File: src/rtl/sl_pkg.sv
// Shared types and helpers for the serial-line receive controller.
package sl_pkg;

  typedef enum logic [1:0] {
    SL_MODE_8   = 2'd0,
    SL_MODE_16  = 2'd1,
    SL_MODE_32  = 2'd2,
    SL_MODE_BAD = 2'd3
  } sl_mode_e;

  typedef enum logic [1:0] {
    SL_OFF = 2'd0,
    SL_ARM = 2'd1,
    SL_RUN = 2'd2
  } sl_state_e;

  // Word length in bits for a receiver mode; 0 for the invalid encoding.
  function automatic logic [5:0] sl_width(input sl_mode_e mode);
    case (mode)
      SL_MODE_8:  sl_width = 6'd8;
      SL_MODE_16: sl_width = 6'd16;
      SL_MODE_32: sl_width = 6'd32;
      default:    sl_width = 6'd0;
    endcase
  endfunction

endpackage

File: src/rtl/sl_rx_fifo.sv
// Circular word buffer with occupancy count. A pop on an empty buffer is
// ignored; a push on a full buffer only lands when a pop frees a slot in
// the same cycle.
module sl_rx_fifo #(
  parameter int WIDTH = 32,
  parameter int DEPTH = 4
) (
  input  logic                     clk,
  input  logic                     reset,
  input  logic                     push,
  input  logic                     pop,
  input  logic [WIDTH-1:0]         wdata,
  output logic [WIDTH-1:0]         rdata,
  output logic                     full,
  output logic                     empty,
  output logic [$clog2(DEPTH):0]   count
);

  localparam int PW = $clog2(DEPTH);

  logic [WIDTH-1:0] mem [DEPTH];
  logic [PW-1:0]    wr_ptr;
  logic [PW-1:0]    rd_ptr;
  logic             do_push;
  logic             do_pop;

  assign empty   = (count == '0);
  assign full    = (count == (PW+1)'(DEPTH));
  assign do_pop  = pop & ~empty;
  assign do_push = push & (~full | do_pop);
  assign rdata   = mem[rd_ptr];

  // Storage array; contents need no reset because the head is only
  // presented while the count is non-zero.
  always_ff @(posedge clk) begin
    if (do_push) mem[wr_ptr] <= wdata;
  end

  // Pointers wrap naturally since the depth is a power of two.
  always_ff @(posedge clk or posedge reset) begin
    if (reset) begin
      wr_ptr <= '0;
      rd_ptr <= '0;
      count  <= '0;
    end else begin
      if (do_push) wr_ptr <= wr_ptr + PW'(1);
      if (do_pop)  rd_ptr <= rd_ptr + PW'(1);
      case ({do_push, do_pop})
        2'b10:   count <= count + 1'b1;
        2'b01:   count <= count - 1'b1;
        default: count <= count;
      endcase
    end
  end

endmodule

File: src/rtl/sl_rx_ctrl.sv
// Serial-line receive controller: sequences the receiver reset/mode,
// synchronises its completion flags, right-aligns finished words into a
// FIFO and keeps error/overflow status.
// Optional build macro SL_RX_CTRL_PARITY_KEEP_EN: bad words are also
// queued, tagged with out_err, instead of being dropped.
module sl_rx_ctrl
  import sl_pkg::*;
#(
  parameter int FIFO_DEPTH = 4
) (
  input  logic        clk,
  input  logic        reset,
  input  logic        cfg_en,
  input  logic [1:0]  cfg_mode,
  input  logic        clr,
  input  logic [31:0] rx_data,
  input  logic        rx_valid,
  input  logic        rx_ready,
  output logic [1:0]  rx_mode,
  output logic        rx_reset,
  output logic [31:0] out_data,
  output logic        out_err,
  output logic        out_valid,
  input  logic        out_ack,
  output logic [7:0]  err_cnt,
  output logic        overflow,
  output logic        cfg_err,
  output logic        busy
);

`ifdef SL_RX_CTRL_PARITY_KEEP_EN
  localparam int EW = 33;
`else
  localparam int EW = 32;
`endif

  sl_state_e state;
  sl_state_e next_state;
  sl_mode_e  mode_q;
  sl_mode_e  cfg_mode_e;
  logic      arm_cnt;

  logic rdy_s1, rdy_s2, rdy_s3;
  logic vld_s1, vld_s2;
  logic word_evt;
  logic evt_q;
  logic good_q;
  logic [31:0] word_q;

  logic                      fifo_push;
  logic [EW-1:0]             fifo_wdata;
  logic [EW-1:0]             fifo_rdata;
  logic                      fifo_full;
  logic                      fifo_empty;
  logic [$clog2(FIFO_DEPTH):0] fifo_count;
  logic                      drop;

  assign cfg_mode_e = sl_mode_e'(cfg_mode);
  assign cfg_err    = cfg_en && (cfg_mode_e == SL_MODE_BAD);
  assign rx_mode    = mode_q;

  // State register, arm-phase cycle counter and mode latch on entry to ARM.
  always_ff @(posedge clk or posedge reset) begin
    if (reset) begin
      state   <= SL_OFF;
      arm_cnt <= 1'b0;
      mode_q  <= SL_MODE_8;
    end else begin
      state   <= next_state;
      arm_cnt <= (state == SL_ARM) ? ~arm_cnt : 1'b0;
      if (state != SL_ARM && next_state == SL_ARM) mode_q <= cfg_mode_e;
    end
  end

  // Next-state logic; an invalid mode in RUN shuts down rather than re-arming.
  always_comb begin
    next_state = state;
    case (state)
      SL_OFF: if (cfg_en && cfg_mode_e != SL_MODE_BAD) next_state = SL_ARM;
      SL_ARM: if (arm_cnt) next_state = SL_RUN;
      SL_RUN: begin
        if (!cfg_en || cfg_mode_e == SL_MODE_BAD) next_state = SL_OFF;
        else if (cfg_mode_e != mode_q)            next_state = SL_ARM;
      end
      default: next_state = SL_OFF;
    endcase
  end

  // Receiver held in reset everywhere except RUN.
  always_comb begin
    rx_reset = 1'b1;
    busy     = 1'b0;
    case (state)
      SL_ARM: busy = 1'b1;
      SL_RUN: begin
        rx_reset = 1'b0;
        busy     = 1'b1;
      end
      default: ;
    endcase
  end

  assign word_evt = (state == SL_RUN) && (next_state == SL_RUN) && rdy_s2 && !rdy_s3;

  // Two-flop synchronisers, rise detect on ready, and one stage that holds
  // the aligned word so the FIFO write lands three edges after first sample.
  always_ff @(posedge clk or posedge reset) begin
    if (reset) begin
      rdy_s1 <= 1'b0;
      rdy_s2 <= 1'b0;
      rdy_s3 <= 1'b0;
      vld_s1 <= 1'b0;
      vld_s2 <= 1'b0;
      evt_q  <= 1'b0;
      good_q <= 1'b0;
      word_q <= '0;
    end else begin
      rdy_s1 <= rx_ready;
      rdy_s2 <= rdy_s1;
      rdy_s3 <= rdy_s2;
      vld_s1 <= rx_valid;
      vld_s2 <= vld_s1;
      evt_q  <= word_evt;
      if (word_evt) begin
        good_q <= vld_s2;
        word_q <= rx_data >> (6'd32 - sl_width(mode_q));
      end
    end
  end

`ifdef SL_RX_CTRL_PARITY_KEEP_EN
  assign fifo_push  = evt_q;
  assign fifo_wdata = {~good_q, word_q};
  assign out_err    = fifo_empty ? 1'b0 : fifo_rdata[32];
`else
  assign fifo_push  = evt_q & good_q;
  assign fifo_wdata = word_q;
  assign out_err    = 1'b0;
`endif

  assign out_data  = fifo_empty ? 32'd0 : fifo_rdata[31:0];
  assign out_valid = (fifo_count != '0);
  assign drop      = fifo_push & fifo_full & ~out_ack;

  // Error counter saturates; clr wins over any same-cycle update.
  always_ff @(posedge clk or posedge reset) begin
    if (reset) begin
      err_cnt  <= 8'd0;
      overflow <= 1'b0;
    end else if (clr) begin
      err_cnt  <= 8'd0;
      overflow <= 1'b0;
    end else begin
      if (evt_q && !good_q && err_cnt != 8'hFF) err_cnt <= err_cnt + 8'd1;
      if (drop) overflow <= 1'b1;
    end
  end

  sl_rx_fifo #(
    .WIDTH(EW),
    .DEPTH(FIFO_DEPTH)
  ) u_fifo (
    .clk   (clk),
    .reset (reset),
    .push  (fifo_push),
    .pop   (out_ack),
    .wdata (fifo_wdata),
    .rdata (fifo_rdata),
    .full  (fifo_full),
    .empty (fifo_empty),
    .count (fifo_count)
  );

endmodule

File: config.mk
export PLATFORM = sky130hd
export DESIGN_NAME = sl_rx_ctrl
export DESIGN_NICKNAME = d
export VERILOG_FILES = /design/src/rtl/sl_pkg.sv /design/src/rtl/sl_rx_fifo.sv /design/src/rtl/sl_rx_ctrl.sv
export SDC_FILE = /design/constraint.sdc
export NUM_CORES = 1
export LEC_CHECK = 0
export ABC_CLOCK_PERIOD_IN_PS = 3550
export CORE_ASPECT_RATIO = 2
export CORE_MARGIN = 10
export CORE_UTILIZATION = 60
export DETAILED_ROUTE_END_ITERATION = 6
export PLACE_DENSITY = 0.88
export SLEW_MARGIN = 20
export SYNTH_ARGS = -nofsm -noshare
export SYNTH_HDL_FRONTEND = slang
export SYNTH_SLANG_ARGS = --single-unit
File: constraint.sdc
create_clock -name clk -period 3.55 [get_ports clk]
set_clock_uncertainty 0.15 [all_clocks]
set_input_delay 0.355 -clock clk [delete_from_list [all_inputs] [get_ports clk]]
set_output_delay 0.355 -clock clk [all_outputs]
set_load 0.005 [all_outputs]
==> run_results.csv <==
group,metric,value,unit
layout,nets,633,
clock_tree,clk_pin_slew,70,ps
sta,worstMarginPinSlew,728,ps
layout,post-route-cell-area,0.00949,sq mm
yosys,synth_fp_nets,538,
sta,fin_crit,3070,ps
clock_tree,h-tree-depth,4,
flow_run,maxCapViolations,0,
yosys,yosys_register_bits,188,
yosys,async_reset_ff_share,31.9,%
layout,fill_cells,707,
clock_tree,cts_hold_buf,0,
critical_path,rr_startpoint,"rx_mode[1]",
yosys,synthMuxAreaShare,14.9,%
yosys,synthAdderAreaFrac,1.85,%
floorplan,die_y,182,um
layout,diodes,0,
power_and_ir_drop,ir_drop,0.544,mV
yosys,synthCells,486,
yosys,ys.flop_type,"edfxtp_1",
yosys,synth_compound_area_share,3.41,%
status,status,"finished, final reports clean",
place,placed_area,0.00892,sq mm
route,vias,4402,
floorplan,ios,89,
critical_path,criticalPathCategory,"reg -> out",
place,hpwl,11.3,mm
yosys,synth-simple-area-share,7.38,%
global_routing,grt_start_max_net_pins,35,
critical_path,slowest_stage,"dfrtp_2",
critical_path,critPathLaunchType,"register",
yosys,synth_xor_area_share,1.34,%
clock_tree,insertion_delay,430,ps
yosys,yosys_warnings,0,
route,wirelength,17.0,mm
critical_path,slowest_delay,700,ps
sta,slew_violations,0,
sta,hold_viol_final,0,
floorplan,rows,59,
clock_tree,ctsResizeCount,0,
route,wl_per_cell,22.8,um
floorplan,die_area,0.0184,sq mm
critical_path,arrival,2570,ps
critical_path,crit_path_end_kind,"output port",
global_routing,overflow,0,
yosys,yosysUniqueCellTypes,41,
hold_path,min_from,"rdy_s1",
sta,slew_headroom,51.4,%
route,drc,0,
clock_tree,clk_path_buf_depth,2,
power_and_ir_drop,pwr_density_cell,705,mW/mm^2
layout,final_common_cell,"edfxtp_1",
route,vias_per_cell,5.90,
global_routing,grt_util_all_layers,19.4,%
sta,fmax,325,MHz
yosys,syn_area,0.00786,sq mm
floorplan,core-area,0.0129,sq mm
route,drt_iter0_drc,264,
critical_path,startpoint,"u_fifo.rd_ptr[0]",
place,gp_congestion,0.809,
yosys,synth_top_family_by_area,"multiplexers",
critical_path,worst_ep_required_time,3040,ps
sta,setup_tns,0,ps
clock_tree,postCtsSetupBuffers,0,
global_routing,grt_pass1_vias,4767,
route,firstDrtPassIters,4,
floorplan,fp.dieW,101,um
clock_tree,cts_tree,"built",
floorplan,initial_utilization,60.9,%
yosys,avgSynthCellArea,16.2,sq um
global_routing,grt_pass1_wl,27.0,mm
layout,layout_common_cells,"128 x edfxtp_1, 87 x clkdlybuf4s50_1, 59 x dfrtp_1",
layout,syn2layout_area_growth,20.7,%
critical_path,path_max_fanout,21,
clock_tree,root_buffer,"clkbuf_16",
clock_tree,cts_sinks,188,
power_and_ir_drop,p_leak,3.36,nW
place,port_buffers,87,
global_routing,antenna_found_initial,0,
hold_path,hold_path_class,"reg -> reg",
layout,drive_gt1_share,16.3,%
yosys,synth_edf_count,128,
sta,fin_crit_sh,86.6,%
sta,setup_viol,0,
route,ant_nets,0,
clock_tree,numCtsBuffers,17,
yosys,yosysSeqAreaShare,68.0,%
sta,rsz0062_at_grt,"false",
critical_path,path_cells,"buf_12, mux4_2, and2_1, clkdlybuf4s50_1",
## synthesized netlist by cell type (all sizes together) (11+ instances only)
library cell / instances / area (sq um)
mux2i: 19 / 190
mux2: 19 / 263
and2: 38 / 238
nor2: 15 / 56.3
nand2: 30 / 113
mux4: 32 / 721
inv: 30 / 113
nor2b: 13 / 81.3
buf: 13 / 87.6
clkbuf: 11 / 41.3
edfxtp: 128 / 3840
dfrtp: 60 / 1500
## critical path, delay by kind of cell (launching register included)
kind / cells / cell delay [ps]
and+or+nand+nor: 1 / 170
muxes: 1 / 540
buffers and inverters: 2 / 730
DFF: 1 / 700
## routing by layer
metal  track usage [%]  share of wire, %  wire, um
met1              21.2                35      5990
met2              34.0                55      9440
met3              5.67               6.8      1160
met4              7.56               2.4       413
met5                 0                 0         0
## power breakdown
group / internal [mW] / switching [mW]
clock: 1.02 / 0.763
combinational: 1.17 / 0.832
sequential: 2.59 / 0.311
## worst paths after layout
path / endpoint / cells after the start / slack [ps]
worst max-delay path: out_data[19] / 4 / 480
worst min-delay path: rdy_s2 / 0 / 200
worst max register to register: fifo_wdata[12] / 6 / 690
worst min register to register: rdy_s2 / 0 / 200
max in group asynchronous: u_fifo.rd_ptr[0] / 3 / 2410
min in group asynchronous: rx_mode[0] / 2 / 210
## registers in the layout, summed over array words and instances (netlist names), 2 cells and up
register	cells
u_fifo.count	3
u_fifo.mem	128
u_fifo.rd_ptr	2
u_fifo.wr_ptr	2
rx_mode	2
err_cnt	8
state	2
fifo_wdata	32
## area by class of cell
type,count,area [sq um],area share (%)
clock inverter,11,95.1,1.00
multi-input combinational,244,2280,24.0
inverter,30,113,1.19
sequential,188,5350,56.3
clock buffer,21,470,4.96
timing repair buffer,100,993,10.5
tap,152,190,2.00
## per-stage QoR
step | worst slack [ps] | power, mW | util, % | cells | hold WS [ps]
finish | 475 | 6.69 | 73.5 | 746 | 204
global route | 322 | 7.00 | 73.5 | 746 | 209
CTS | 409 | 6.75 | 73.5 | 746 | 202
detailed placement | 629 | 4.94 | 69.1 | 714 | 188
global placement | 793 | 4.86 | 69.1 | 714 | 188
floorplan | 1200 | 3.97 | - | 486 | 181
## kinds of logic after synthesis
logic type	after synthesis
AO/OA/AOI/OAI	39
XOR/XNOR	12
adder cells (fa/ha/maj)	11
buffers and inverters	54
flip-flops	188
multiplexers	70
other	1
AND/OR/NAND/NOR	111
Note: power is estimated with default switching activity, not from simulation.
